## src/rtl/ps2_host_cmd_tx.sv

```systemverilog
// PS/2 host-to-device command transmitter: inhibit, request-to-send, 8N1-odd frame, ack check.
// Optional watchdog enabled by defining PS2_TX_TIMEOUT_EN.
module ps2_host_cmd_tx #(
  parameter int INHIBIT_CYCLES = 5000,
  parameter int TIMEOUT_CYCLES = 750000
) (
  input  logic       clk,
  input  logic       reset,
  input  logic       ps2_clk_in,
  input  logic       ps2_dat_in,
  output logic       ps2_clk_oe,
  output logic       ps2_dat_oe,
  input  logic [7:0] cmd_data,
  input  logic       cmd_valid,
  output logic       cmd_ready,
  output logic       busy,
  output logic       done,
  output logic       ack_err,
  output logic       timeout
);
  localparam int CW = $clog2(INHIBIT_CYCLES + 1);

  if (INHIBIT_CYCLES < 1 || TIMEOUT_CYCLES < 1) begin : g_bad_param
    $error("ps2_host_cmd_tx: INHIBIT_CYCLES and TIMEOUT_CYCLES must be >= 1");
  end

  typedef enum logic [2:0] {
    S_IDLE, S_INHIBIT, S_REQ, S_SHIFT, S_ACK, S_WAIT_IDLE
  } state_t;

  state_t        r_state, w_next;
  logic [1:0]    r_clk_sync, r_dat_sync;
  logic          r_clk_prev;
  logic [CW-1:0] r_cnt;
  logic [3:0]    r_idx;
  logic [8:0]    r_frame;
  logic          r_sh_oe, r_ack_err;
  logic          w_clk_s, w_dat_s, w_fall, w_accept, w_inh_last, w_abort, w_bit;

  // Pins idle high, so synchronizers reset to 1 to avoid a false edge after reset.
  always_ff @(posedge clk) begin
    if (reset) begin
      r_clk_sync <= 2'b11;
      r_dat_sync <= 2'b11;
      r_clk_prev <= 1'b1;
    end else begin
      r_clk_sync <= {r_clk_sync[0], ps2_clk_in};
      r_dat_sync <= {r_dat_sync[0], ps2_dat_in};
      r_clk_prev <= r_clk_sync[1];
    end
  end

  assign w_clk_s    = r_clk_sync[1];
  assign w_dat_s    = r_dat_sync[1];
  assign w_fall     = r_clk_prev & ~w_clk_s;
  assign cmd_ready  = (r_state == S_IDLE);
  assign busy       = ~cmd_ready;
  assign w_accept   = cmd_valid & cmd_ready;
  assign w_inh_last = (r_cnt == CW'(INHIBIT_CYCLES - 1));
  assign w_bit      = (r_idx < 4'd9) ? r_frame[r_idx] : 1'b1;
  assign ack_err    = done & r_ack_err;
  assign timeout    = w_abort;

`ifdef PS2_TX_TIMEOUT_EN
  localparam int TW = $clog2(TIMEOUT_CYCLES + 1);
  logic [TW-1:0] r_wdog;

  // Device clock activity is the only thing that keeps the watchdog from expiring.
  always_ff @(posedge clk) begin
    if (reset || w_accept)
      r_wdog <= '0;
    else if ((r_state == S_SHIFT || r_state == S_ACK) && w_fall)
      r_wdog <= '0;
    else if (r_state != S_IDLE)
      r_wdog <= r_wdog + 1'b1;
  end

  assign w_abort = (r_state != S_IDLE) && (r_wdog == TW'(TIMEOUT_CYCLES - 1));
`else
  assign w_abort = 1'b0;
`endif

  always_comb begin
    w_next     = r_state;
    ps2_clk_oe = 1'b0;
    ps2_dat_oe = 1'b0;
    done       = 1'b0;
    case (r_state)
      S_IDLE:      if (w_accept) w_next = S_INHIBIT;
      S_INHIBIT: begin
        ps2_clk_oe = 1'b1;
        if (w_inh_last) begin
          ps2_dat_oe = 1'b1;
          w_next     = S_REQ;
        end
      end
      S_REQ: begin
        ps2_dat_oe = 1'b1;
        w_next     = S_SHIFT;
      end
      S_SHIFT: begin
        ps2_dat_oe = r_sh_oe;
        if (w_fall && r_idx == 4'd9) w_next = S_ACK;
      end
      S_ACK:       if (w_fall) w_next = S_WAIT_IDLE;
      S_WAIT_IDLE: if (w_clk_s && w_dat_s) begin
        done   = 1'b1;
        w_next = S_IDLE;
      end
      default:     w_next = S_IDLE;
    endcase
    if (w_abort) begin
      w_next     = S_IDLE;
      ps2_clk_oe = 1'b0;
      ps2_dat_oe = 1'b0;
      done       = 1'b0;
    end
  end

  always_ff @(posedge clk) begin
    if (reset) begin
      r_state   <= S_IDLE;
      r_cnt     <= '0;
      r_idx     <= 4'd0;
      r_frame   <= 9'd0;
      r_sh_oe   <= 1'b0;
      r_ack_err <= 1'b0;
    end else begin
      r_state <= w_next;
      if (w_accept) begin
        r_frame <= {~^cmd_data, cmd_data};
        r_cnt   <= '0;
      end else if (r_state == S_INHIBIT) begin
        r_cnt <= r_cnt + 1'b1;
      end
      // Start bit stays driven until the first device falling edge; the stop slot releases the line.
      if (r_state == S_REQ) begin
        r_idx   <= 4'd0;
        r_sh_oe <= 1'b1;
      end else if (r_state == S_SHIFT && w_fall) begin
        r_idx   <= r_idx + 1'b1;
        r_sh_oe <= ~w_bit;
      end
      if (r_state == S_ACK && w_fall) r_ack_err <= w_dat_s;
    end
  end
endmodule

```

## config.mk

```make
export PLATFORM = sky130hd
export DESIGN_NAME = ps2_host_cmd_tx
export DESIGN_NICKNAME = d
export VERILOG_FILES = /design/src/rtl/ps2_host_cmd_tx.sv
export SDC_FILE = /design/constraint.sdc
export NUM_CORES = 1
export LEC_CHECK = 0
export BUFFER_PORTS_ARGS = -buffer_cell sky130_fd_sc_hd__buf_4
export CAP_MARGIN = 20
export CORE_MARGIN = 4
export CORE_UTILIZATION = 40
export CTS_BUF_LIST = sky130_fd_sc_hd__clkbuf_8 sky130_fd_sc_hd__clkbuf_16
export DETAILED_ROUTE_END_ITERATION = 7
export SLEW_MARGIN = 5
export SYNTH_ARGS = -nofsm -noshare
export SYNTH_HDL_FRONTEND = slang
export SYNTH_SLANG_ARGS = --single-unit
```

## constraint.sdc

```tcl
create_clock -name clk -period 1.6 [get_ports clk]
set_input_delay 0.32 -clock clk [delete_from_list [all_inputs] [get_ports clk]]
set_output_delay 0.32 -clock clk [all_outputs]
set_load 0.1 [all_outputs]
```

* Word level (Yosys, flattened, before mapping)
Index checks and enable logic that the tools add are counted.
Storage, ports and cells: bits in writable memories 0, latch bits 0, register bits after elaboration 36, word-level logic and storage cells 57, memories 0, ROM bits 0
Operators by class: reductions and logical operators 10, shifts and indexed selects 0, add/subtract/negate cells 2, order comparisons 2, bitwise gates (word level) 6, divide/modulo/power cells 0, equal/unequal tests 12, multiply operators 0, mux-type cells 16
Operator list (number):
- 3-bit case mux with 6 select lines | 1
- 3-bit two-way mux | 5
- 13-bit by 1-bit adder with 13-bit output, second input constant | 1
- 13-bit equality test, second input constant | 1
- 1-bit two-way mux | 8
- 2-bit != test, second input constant | 4
- 8-bit XNOR reduction | 1
- 3-bit by 2-bit equality test with 1-bit output, second input constant | 2
- 3-bit equality test, second input constant | 2
- 4-bit by 5-bit < comparator with 1-bit output, second input constant | 1
- 5-bit AND reduction | 1
- 4-bit by 1-bit adder with 4-bit output, second input constant | 1
- 1-bit binary-select mux with 4-bit select | 1
- 4-bit equality test, second input constant | 1
- 1-bit logical AND | 4
- 4-bit < comparator, second input constant | 1
- 2-bit OR reduction | 2
- 1-bit AND | 3
- 3-bit by 1-bit equality test with 1-bit output, second input constant | 1
- 3-bit logical NOT | 1
- 1-bit inverter | 3
- 1-bit case mux with 3 select lines | 1
- 2-bit by 1-bit != test with 1-bit output, second input constant | 1
- 2-bit nonzero test | 1

* Logic depth before layout (Yosys ltp)
word-level depth 6, depth in mapped cells 6, gate-level depth less buffers 6

* Least setup slack after synthesis
OpenSTA, ideal clock, no wires.
path kind reg2out, start reg r_state[1], end out ack_err, path slack -1.514 ns, arrival time 2.794 ns, stages on the path, launching flop included 5, data required time 1.280 ns, path through dfxtp_1 buf_4 nand2b_4 nor2_1 and2_1
On the way: word-level cells in the longest chain between the ends 3
Ends and longest elaborated chain:
- from (decl) | line 31 | state_t r_state, w_next;
- from (signal assigned) | line 129 | r_state <= w_next;
- 3-bit equality test | line 88 | case (r_state)
- 1-bit two-way mux | line 88
- net done | line 17 | output logic done,
- 1-bit AND | line 61 | assign ack_err = done & r_ack_err;
- to (decl) | line 18 | output logic ack_err,
The timed path passes the listed nets, and every way through them passes these cells.

* Worst setup path in the final report
start reg r_cnt[11], end out ps2_dat_oe
On the way: word-level cells in the longest chain between the ends 3
Ends and longest elaborated chain:
- from (decl) | line 34 | logic [CW-1:0] r_cnt;
- from (signal assigned) | line 134 | r_cnt <= r_cnt + 1'b1;
- 13-bit equality test | line 59 | assign w_inh_last = (r_cnt == CW'(INHIBIT_CYCLES - 1));
- 1-bit two-way mux | line 92 | if (w_inh_last) begin
- 1-bit case mux with 3 select lines | line 88
- to (decl) | line 12 | output logic ps2_dat_oe,
Every way passes these cells.

==> flow_summary.yaml <==
run_status:
  status: "finished with violations"
  violations: "setup timing"
timing:
  rsz0062_at_grt: "yes"
  setup_violations: 2
  finalCritPeriodShare_pct: 118.8
  worst_clock_skew_ns: 0.006260
  hold_violations: 0
  fmax_mhz: 526.3
  slew_viol_final: 0
  fin_hold_ws_ns: 0.2134
  worst_slack_ns: -0.3002
  period_minus_slack_ns: 1.900
  final.setup.tns_ns: -0.3253
floorplanning:
  top_level_ports: 20
  die-width_um: 74.67
  dieArea_um2: 5576
  row_count: 23
  core_region_area_um2: 4144
  die_h_um: 74.67
  start_util_pct: 42.90
clock_tree:
  cts_root_buf: "clkbuf_8"
  clockBufferDepth: 2
  cts.sinks: 36
  cts_hold_buf: 0
  numCtsBuffers: 5
  tritoncts: "done"
  h-tree-depth: 2
  clk_pin_slew_worst_paths_ns: 0.07
  clock_latency_ns: 0.29
global_routing:
  met3_usage_pct: 3.738
  met1_usage_pct: 19.72
  grt_pass1_wl_mm: 6.313
  grt_pass1_vias: 1396
  antenna_found_initial: 0
  busiest_layer: "met2"
  grt_use_met2_pct: 22.83
  grt_start_max_net_pins: 23
  grt_remaining_overflow: 0
  track_usage_pct: 14.92
power_and_ir_drop:
  p_leak_nw: 0.9908
  vdd_drop_max_uv: 1375
  power_density_nw_per_um2: 1324
  power_mw: 3.153
cells_and_area:
  final_cell_mix: "39 x buf_4, 30 x nand2_1, 30 x dfxtp_1"
  drive_gt1_share_pct: 34.40
  postLayoutCoreUtil_pct: 57.46
  diodes: 0
  fin_area_um2: 2381
  num-nets-final: 266
  synthToLayoutAreaGrowth_pct: 33.92
  final_common_cell: "buf_4"
placed_design:
  place.gp.congestion: 0.7616
  place.detailed.hpwl_mm: 2.585
  placed_cell_area_um2: 2132
  portBuffers: 18
route:
  dr.first_iter.drc_count: 69
  first_pass_iters: 4
  via_per_inst: 4.887
  drt-wirelength-per-cell_um: 11.90
  drc: 0
  wirelength_mm: 3.569
  final_antenna_net_count: 0
  via_count: 1466
synthesis:
  synth-main-ff-cell: "dfxtp_1"
  yosysSeqAreaShare_pct: 40.53
  syn-num-nets: 221
  syn_inst: 204
  synth_cell_types: 40
  syn_area_per_cell_um2: 8.715
  ys_seq_elements: 36
  yosysWarnings: 0
  synthArstFlopShare_pct: 0
  synth_area_um2: 1778
  synth_enable_flop_cells: 0
setup_path:
  r2r_slack_ns: 0.07
  cp-end-kind: "primary output"
  crit_type: "reg -> out"
  cp.required_ns: 1.28
  cp.arrival_ns: 1.58
  path_max_fanout: 2
  startpoint_type: "flip-flop"
hold_path:
  hp-class: "in -> reg"
flow_run:
  max-cap-violations: 0
-- where the power goes --
part,switching [mW],internal [mW],leakage [nW],total [mW]
Clock,0.313,0.338,0.0538,0.651
Sequential,0.0569,0.986,0.296,1.04
Combinational,0.879,0.580,0.641,1.46
-- through the flow --
step	worst slack, ns	instances
after floorplan	-0.7229	204
after global placement	-0.03979	285
after detailed placement	-0.05506	285
after CTS	-0.3117	298
after global routing	-0.3742	300
final	-0.3002	300
-- logic make-up after synthesis --
logic type / share of synthesized area [%]
AO/OA/AOI/OAI: 8.375
multiplexers: 3.308
adder cells (fa/ha/maj): 2.815
AND/OR/NAND/NOR: 29.91
other: 0.2109
flip-flops: 40.53
XOR/XNOR: 10.84
buffers and inverters: 4.011
-- path summary, 6_finish.rpt --
check | endpoint | startpoint | depth (start not counted)
hold / removal | r_clk_sync[0] | ps2_clk_in | 2
hold reg to reg | r_clk_sync[1] | r_clk_sync[0] | 1
setup reg to reg | r_state[0] | r_state[2] | 7
setup / recovery | ps2_dat_oe | r_cnt[11] | 5
-- state kept, by name, indices dropped and copies added, names as in the netlist --
register,flops
r_idx,4
r_cnt,13
r_state,3
r_frame,9
r_sh_oe,1
r_clk_sync,2
r_clk_prev,1
r_dat_sync,2
r_ack_err,1
-- repair_timing --
item	in CTS	in global routing
setup endpoints to repair	6	12
buffers inserted	5	2
gates cloned	0	0
resized for setup	22	9
pin swaps	2	3
-- synthesized netlist by cell type, types with 2 or more instances --
cell       n  area [um^2]
or2_2      6        37.54
nand2b_1   4        25.02
and3_1     3        18.77
inv_1      5        18.77
nand2_1   30        112.6
buf_2      2        10.01
and2_1     2        12.51
clkbuf_1   2        7.510
o21ai_0    4        20.02
ha_1       4        50.05
nor4_1     3        18.77
dfxtp_1   36        720.7
nor2_1    26        97.59
a31oi_1    3        18.77
nand4b_1   2        17.52
nand4_1    4        25.02
a21oi_1   15        75.07
xor2_1    11        96.34
nand3_1    5        25.02
buf_4      4        30.03
xnor2_1   11        96.34
nor3_2     4        40.04
-- layout make-up --
| type | count | area [um^2] |
|---|---|---|
| clock inverter | 2 | 7.507 |
| tap | 50 | 62.56 |
| fill | 393 | 1763 |
| timing repair buffer | 47 | 417.9 |
| multi-input combinational | 154 | 1059 |
| sequential | 36 | 733.2 |
| clock buffer | 6 | 82.58 |
| inverter | 5 | 18.77 |
-- worst max-delay path, stage by stage (launching register included) --
cell	delay [ns]
dfxtp_2	0.33
nor4b_2	0.24
and3_1	0.22
nand4b_1	0.15
a21oi_4	0.17
buf_12	0.19
-- metal layers --
layer | part of all wire [%] | wire (um)
met5 | 0 | 0
met4 | 2.0 | 70
met3 | 3.1 | 111
met2 | 47 | 1678
met1 | 48 | 1710
Note: power is estimated with default switching activity, not from simulation.
